$ cat config.mk
export PLATFORM = sky130hd
export DESIGN_NAME = axis_pkt_gen
export DESIGN_NICKNAME = d
export VERILOG_FILES = /design/src/rtl/axis_pkt_gen.sv
export SDC_FILE = /design/constraint.sdc
export NUM_CORES = 1
export LEC_CHECK = 0
export BUFFER_PORTS_ARGS = -buffer_cell sky130_fd_sc_hd__buf_2
export CORE_MARGIN = 2
export CORE_UTILIZATION = 45
export CTS_BUF_LIST = sky130_fd_sc_hd__clkbuf_2 sky130_fd_sc_hd__clkbuf_4 sky130_fd_sc_hd__clkbuf_8
export CTS_CLUSTER_SIZE = 24
export DETAILED_ROUTE_END_ITERATION = 8
export PLACE_DENSITY_LB_ADDON = 0.05
export SETUP_SLACK_MARGIN = 0.15
export SLEW_MARGIN = 20
export SYNTH_ARGS = -nofsm -noshare
export SYNTH_HDL_FRONTEND = slang
export SYNTH_SLANG_ARGS = --single-unit
$ cat constraint.sdc
create_clock -name ACLK -period 2.5 [get_ports ACLK]
set_input_delay 0.25 -clock ACLK [delete_from_list [all_inputs] [get_ports ACLK]]
set_output_delay 0.25 -clock ACLK [all_outputs]
set_load 0.05 [all_outputs]
$ cat src/rtl/axis_pkt_gen.sv
// rtl/axis_pkt_gen.sv - AXI4-Stream packet source with programmable length, count and gap
// Emits incrementing-word packets with OPED-style TUSER {dpt, spt, len}.
module axis_pkt_gen #(
  parameter logic [7:0] SPT       = 8'h00,
  parameter int         MAX_GAP_W = 8
) (
  input  logic                 ACLK,
  input  logic                 ARESETN,
  input  logic                 START,
  input  logic                 STOP,
  input  logic [15:0]          PKT_LEN,
  input  logic [15:0]          PKT_COUNT,
  input  logic [7:0]           DPT,
  input  logic [MAX_GAP_W-1:0] GAP,
  input  logic [31:0]          SEED,
  output logic [31:0]          M_AXIS_DAT_TDATA,
  output logic                 M_AXIS_DAT_TVALID,
  output logic [3:0]           M_AXIS_DAT_TSTRB,
  output logic [127:0]         M_AXIS_DAT_TUSER,
  output logic                 M_AXIS_DAT_TLAST,
  input  logic                 M_AXIS_DAT_TREADY,
  output logic                 BUSY,
  output logic [15:0]          PKTS_SENT
);

  typedef enum logic [1:0] {S_IDLE = 2'd0, S_DATA = 2'd1, S_GAP = 2'd2} state_t;

  state_t               state_q, state_nxt;
  logic [15:0]          len_q, len_nxt;
  logic [15:0]          cnt_q, cnt_nxt;
  logic [15:0]          pkts_q, pkts_nxt;
  logic [MAX_GAP_W-1:0] gap_q, gap_nxt;
  logic [MAX_GAP_W-1:0] gap_left_q, gap_left_nxt;
  logic [14:0]          words_q, words_nxt;
  logic [14:0]          beat_q, beat_nxt;
  logic [31:0]          word_q, word_nxt;
  logic                 stop_q, stop_nxt;
  logic                 tvalid_q, tvalid_nxt;
  logic                 tlast_q, tlast_nxt;
  logic [3:0]           tstrb_q, tstrb_nxt;
  logic [31:0]          tuser_q, tuser_nxt;
  logic                 busy_q, busy_nxt;

  logic [14:0] words_in;
  logic        start_ok;
  logic        hs;
  logic        last_beat;
  logic        run_done;
  logic        stop_eff;

  // beat_q counts beats remaining in the current packet, including the one on the bus
  assign words_in  = 15'(({1'b0, PKT_LEN} + 17'd3) >> 2);
  assign start_ok  = START && (PKT_LEN != 16'd0);
  assign hs        = tvalid_q && M_AXIS_DAT_TREADY;
  assign last_beat = (beat_q == 15'd1);
  assign run_done  = (cnt_q != 16'd0) && ((pkts_q + 16'd1) == cnt_q);
  assign stop_eff  = stop_q || STOP;

  always_ff @(posedge ACLK) begin
    if (!ARESETN) begin
      state_q    <= S_IDLE;
      len_q      <= '0;
      cnt_q      <= '0;
      pkts_q     <= '0;
      gap_q      <= '0;
      gap_left_q <= '0;
      words_q    <= '0;
      beat_q     <= '0;
      word_q     <= '0;
      stop_q     <= 1'b0;
      tvalid_q   <= 1'b0;
      tlast_q    <= 1'b0;
      tstrb_q    <= '0;
      tuser_q    <= '0;
      busy_q     <= 1'b0;
    end else begin
      state_q    <= state_nxt;
      len_q      <= len_nxt;
      cnt_q      <= cnt_nxt;
      pkts_q     <= pkts_nxt;
      gap_q      <= gap_nxt;
      gap_left_q <= gap_left_nxt;
      words_q    <= words_nxt;
      beat_q     <= beat_nxt;
      word_q     <= word_nxt;
      stop_q     <= stop_nxt;
      tvalid_q   <= tvalid_nxt;
      tlast_q    <= tlast_nxt;
      tstrb_q    <= tstrb_nxt;
      tuser_q    <= tuser_nxt;
      busy_q     <= busy_nxt;
    end
  end

  always_comb begin
    state_nxt = state_q;
    case (state_q)
      S_IDLE: begin
        if (start_ok) state_nxt = S_DATA;
      end
      S_DATA: begin
        if (hs && last_beat) begin
          if (run_done || stop_eff) state_nxt = S_IDLE;
          else if (gap_q == '0)     state_nxt = S_DATA;
          else                      state_nxt = S_GAP;
        end
      end
      S_GAP: begin
        if (stop_eff)                             state_nxt = S_IDLE;
        else if (gap_left_q == MAX_GAP_W'(1))     state_nxt = S_DATA;
      end
      default: state_nxt = S_IDLE;
    endcase
  end

  // Outputs are computed from next-state values so every port comes straight off a flop
  always_comb begin
    len_nxt      = len_q;
    cnt_nxt      = cnt_q;
    pkts_nxt     = pkts_q;
    gap_nxt      = gap_q;
    gap_left_nxt = gap_left_q;
    words_nxt    = words_q;
    beat_nxt     = beat_q;
    word_nxt     = word_q;
    stop_nxt     = stop_q;
    tuser_nxt    = tuser_q;
    case (state_q)
      S_IDLE: begin
        if (start_ok) begin
          len_nxt   = PKT_LEN;
          cnt_nxt   = PKT_COUNT;
          gap_nxt   = GAP;
          words_nxt = words_in;
          beat_nxt  = words_in;
          word_nxt  = SEED;
          pkts_nxt  = '0;
          tuser_nxt = {DPT, SPT, PKT_LEN};
        end
      end
      S_DATA: begin
        if (STOP) stop_nxt = 1'b1;
        if (hs) begin
          word_nxt = word_q + 32'd1;
          if (last_beat) begin
            pkts_nxt     = pkts_q + 16'd1;
            beat_nxt     = words_q;
            gap_left_nxt = gap_q;
          end else begin
            beat_nxt = beat_q - 15'd1;
          end
        end
      end
      S_GAP: begin
        if (STOP) stop_nxt = 1'b1;
        gap_left_nxt = gap_left_q - MAX_GAP_W'(1);
      end
      default: ;
    endcase
    if (state_nxt == S_IDLE) stop_nxt = 1'b0;

    busy_nxt   = (state_nxt != S_IDLE);
    tvalid_nxt = (state_nxt == S_DATA);
    tlast_nxt  = tvalid_nxt && (beat_nxt == 15'd1);
    tstrb_nxt  = 4'h0;
    if (tvalid_nxt) begin
      if (tlast_nxt) begin
        case (len_nxt[1:0])
          2'd1:    tstrb_nxt = 4'h1;
          2'd2:    tstrb_nxt = 4'h3;
          2'd3:    tstrb_nxt = 4'h7;
          default: tstrb_nxt = 4'hF;
        endcase
      end else begin
        tstrb_nxt = 4'hF;
      end
    end
  end

  assign M_AXIS_DAT_TDATA  = word_q;
  assign M_AXIS_DAT_TVALID = tvalid_q;
  assign M_AXIS_DAT_TSTRB  = tstrb_q;
  assign M_AXIS_DAT_TLAST  = tlast_q;
  assign M_AXIS_DAT_TUSER  = {96'h0, tuser_q};
  assign BUSY              = busy_q;
  assign PKTS_SENT         = pkts_q;

endmodule

==> impl_metrics.yaml <==
timing:
  max-slew-margin-rel: 0.649
  final.setup_skew_ps: 13.7
  drv_slew: 0
  grt_setup_unrepaired: "yes"
  fin_crit_ps: 2530
  worstMarginPinSlew_ps: 524
  finalWorstSetupSlack_ps: -34.7
  final.period_utilization: 1.01
  max_freq_ghz: 0.395
  hold_viol_final: 0
  setup-violations-final: 3
layout:
  nets: 1495
  post_route_cells_drive_above_1_share: 0.284
  stdcell_count: 1676
  insertedDiodeCount: 0
  flow.area_growth_from_synthesis_pct: 25.0
grt:
  grt_antenna_before_repair: 0
  groute.usage.overall: 0.243
  grt_start_max_net_pins: 73
  total_overflow_reported_by_the_global_router: 0
  grt_pass1_vias: 7890
  grt_pass1_wl_mm: 40.2
die:
  initial_utilization: 0.455
  ioPinCount: 268
  die_height_um: 144
  fp-row-count: 51
  die_area_sq_um: 20700
  coreArea_sq_um: 19300
  die_boundary_width_um: 144
setup_path:
  critPathLaunchType: "flop"
  critPathCapture: "M_AXIS_DAT_TSTRB[3]$_SDFF_PN0_"
  critical_path.max_fanout: 3
  worst-r2r-cell-count: 8
  regToRegStartpoint: "beat_q[7]$_SDFF_PN0_"
  rrSetupSlack_ps: -30
  worstSetupEndpointType: "flop"
  critical_path.reg2reg.endpoint: "M_AXIS_DAT_TSTRB[3]$_SDFF_PN0_"
  worstPathRequired_ps: 2860
  critPathLaunch: "beat_q[7]$_SDFF_PN0_"
  critPathKind: "reg -> reg"
  cp_data_arrival_time_ps: 2900
yosys:
  synth_seq_cells: 146
  synth_cell_type_count: 83
  yosysMostFrequentCell: "sky130_fd_sc_hd__nand2_1"
  netlist_area_sq_um: 8800
  synth.avg_cell_area_sq_um: 7.59
  synth_commonest_cells: "sky130_fd_sc_hd__nand2_1, sky130_fd_sc_hd__dfxtp_1, sky130_fd_sc_hd__a21oi_1"
  post-synth-top-area-fraction: 0.332
  fraction_of_synthesis_flops_using_an_asynchronous_set_or_reset_pin: 0
  ys.flop_type: "sky130_fd_sc_hd__dfxtp_1"
  most_area_hungry_cell_type_in_the_yosys_netlist: "sky130_fd_sc_hd__dfxtp_1"
  synthesis.instances: 1159
  synth_edf_count: 0
  synthesis.yosys.warnings: 0
  ys_seq_area_frac: 0.332
  synth.area.top_cells: "sky130_fd_sc_hd__dfxtp_1, sky130_fd_sc_hd__buf_4, sky130_fd_sc_hd__a21oi_1"
power:
  switching_power_mw: 2.53
  total_power_consumption_mw: 6.67
  leak_pwr_nw: 4.80
  switching_share: 0.379
  irDropWorstVdd_v: 0.000326
  pwr_density_cell_nw_per_um2: 607
  clockPowerShare: 0.298
  p_int_mw: 4.14
  power_frac_seq: 0.394
  comb_power_share: 0.309
worst_hold_path:
  min-delay-path-class: "in -> reg"
detailed_routing:
  drc: 0
  routed-via-count: 8701
  drt_iter0_markers: 447
  antenna_left: 0
  totalWireLength_mm: 25.6
  drt_pass1_iterations: 5
  route.detailed.vias_per_inst: 5.19
  routed_wire_length_per_instance_um: 15.3
placed_design:
  io_buffer_count: 163
  place_congestion: 0.883
  place.detailed.hpwl_mm: 18.7
  post-place-cells: 1626
cts:
  clkSinkCount: 146
  cts.reportedPaths.clkPinSlew_ps: 80
  clock_buffer_count_from_cts: 17
  tritoncts: "done"
  ctsLongestPathBuffers: 2
  insertion_delay_ps: 470
  h-tree-depth: 4
  buffer_cell_driving_the_clock_tree_root: "sky130_fd_sc_hd__clkbuf_8"
status:
  failed_checks: "setup timing"
  run_status: "finished with violations"
run:
  max-cap-violations: 0
kinds of logic (layout without fill, tap and decap cells):
| group | Yosys count | after routing | share of synthesized area |
|---|---|---|---|
| muxes | 8 | 8 | 0.00981 |
| AOI/OAI and AO/OA | 304 | 304 | 0.215 |
| other | 1 | 104 | 0.000426 |
| buffers and inverters | 196 | 345 | 0.131 |
| DFF | 146 | 146 | 0.332 |
| and+or+nand+nor | 459 | 459 | 0.262 |
| adders and majority gates | 12 | 12 | 0.0171 |
| xor gates and xnor gates | 33 | 33 | 0.0329 |
cell usage in the layout, fill, tap and decap left out, types with 9 or more instances in the layout:
| cell type | synthesis | final |
|---|---|---|
| sky130_fd_sc_hd__nand2_1 | 169 | 169 |
| sky130_fd_sc_hd__buf_2 | 5 | 163 |
| sky130_fd_sc_hd__a21oi_1 | 140 | 138 |
| sky130_fd_sc_hd__dfxtp_1 | 146 | 121 |
| sky130_fd_sc_hd__buf_4 | 104 | 113 |
| sky130_fd_sc_hd__conb_1 | 1 | 104 |
| sky130_fd_sc_hd__nor2_1 | 100 | 99 |
| sky130_fd_sc_hd__o21ai_0 | 51 | 49 |
| sky130_fd_sc_hd__nor3_1 | 37 | 36 |
| sky130_fd_sc_hd__nand3_1 | 35 | 33 |
| sky130_fd_sc_hd__xnor2_1 | 29 | 28 |
| sky130_fd_sc_hd__inv_1 | 26 | 24 |
| sky130_fd_sc_hd__dfxtp_2 | 0 | 19 |
| sky130_fd_sc_hd__a211oi_1 | 20 | 19 |
| sky130_fd_sc_hd__clkbuf_8 | 0 | 17 |
| sky130_fd_sc_hd__nand4_1 | 12 | 12 |
| sky130_fd_sc_hd__nor2b_1 | 11 | 11 |
| sky130_fd_sc_hd__and2_1 | 11 | 11 |
| sky130_fd_sc_hd__and3_1 | 10 | 10 |
| sky130_fd_sc_hd__a21o_1 | 9 | 9 |
worst max-delay path, cell delays in order, from the launching register on:
cell	delay (ps)
sky130_fd_sc_hd__dfxtp_2	330
sky130_fd_sc_hd__or4_4	560
sky130_fd_sc_hd__o41ai_2	350
sky130_fd_sc_hd__o211ai_1	150
sky130_fd_sc_hd__a22oi_2	210
sky130_fd_sc_hd__nand4b_1	170
sky130_fd_sc_hd__nor4_4	290
sky130_fd_sc_hd__nand4_1	170
sky130_fd_sc_hd__o21a_1	190
timing repair:
action,4_1_cts,5_1_grt
endpoints found under the hold margin,5,0
hold buffers,5,0
endpoints found under the setup margin,8,29
setup buffers,10,3
resized for setup,20,21
pin swaps,11,14
stage by stage:
stage	TNS (ps)	hold slack (ps)	instance area, sq um	util	setup WS, ps
detailed placement	-357	443	10200	0.530	-118
floorplan	0	386	9290	-	72.5
CTS	-40.3	0.238	10900	0.563	-39.4
global placement	-97.2	439	10200	0.530	-48.1
finish	-61.7	21.0	11000	0.569	-34.7
global route	-447	5.95	11000	0.569	-145
layout make-up:
cell class,instances,area [sq um]
Timing Repair Buffer,287,1820
Clock inverter,12,158
Inverter,26,100
Sequential cell,146,2970
Fill cell,1947,8330
Tap cell,265,332
Multi-Input combinational cell,920,5370
Clock buffer,20,256
layer usage:
metal	GRT usage	part of all wire
met5	0	0
met4	0.0686	0.016
met3	0.0407	0.044
met2	0.414	0.49
met1	0.317	0.45
power by group through the flow:
stage | clock network (mW) | registers [mW] | logic [mW]
global route | 2.14 | 2.65 | 2.22
detailed placement | 0 | 2.68 | 1.98
floorplan | 0 | 2.97 | 1.21
global placement | 0 | 2.68 | 1.98
CTS | 2.04 | 2.63 | 2.02
finish | 1.99 | 2.63 | 2.06
how the worst min path moves through the flow:
stage	endpoint	cells after the start	from	slack, ps
2_1_floorplan	gap_q[1]$_SDFFE_PN0P_	2	GAP[1]	390
3_3_place_gp	tuser_q[27]$_SDFFE_PN0P_	2	tuser_q[27]$_SDFFE_PN0P_	440
3_5_place_dp	tuser_q[14]$_SDFFE_PN0P_	2	tuser_q[14]$_SDFFE_PN0P_	440
4_1_cts	cnt_q[9]$_SDFFE_PN0P_	3	PKT_COUNT[9]	0.2
5_1_grt	gap_q[5]$_SDFFE_PN0P_	3	GAP[5]	6
6_report	tuser_q[31]$_SDFFE_PN0P_	3	DPT[7]	20
flip-flops by register name, summed over array words and instances, names as in the netlist:
name and count:
BUSY 1, M_AXIS_DAT_TSTRB 4, gap_q 8, stop_q 1, beat_q 15, state_q 2, M_AXIS_DAT_TVALID 1, len_q 2
PKTS_SENT 16, cnt_q 16, tuser_q 24, M_AXIS_DAT_TLAST 1, words_q 15, M_AXIS_DAT_TDATA 32, gap_left_q 8
Note: power is estimated with default switching activity, not from simulation.
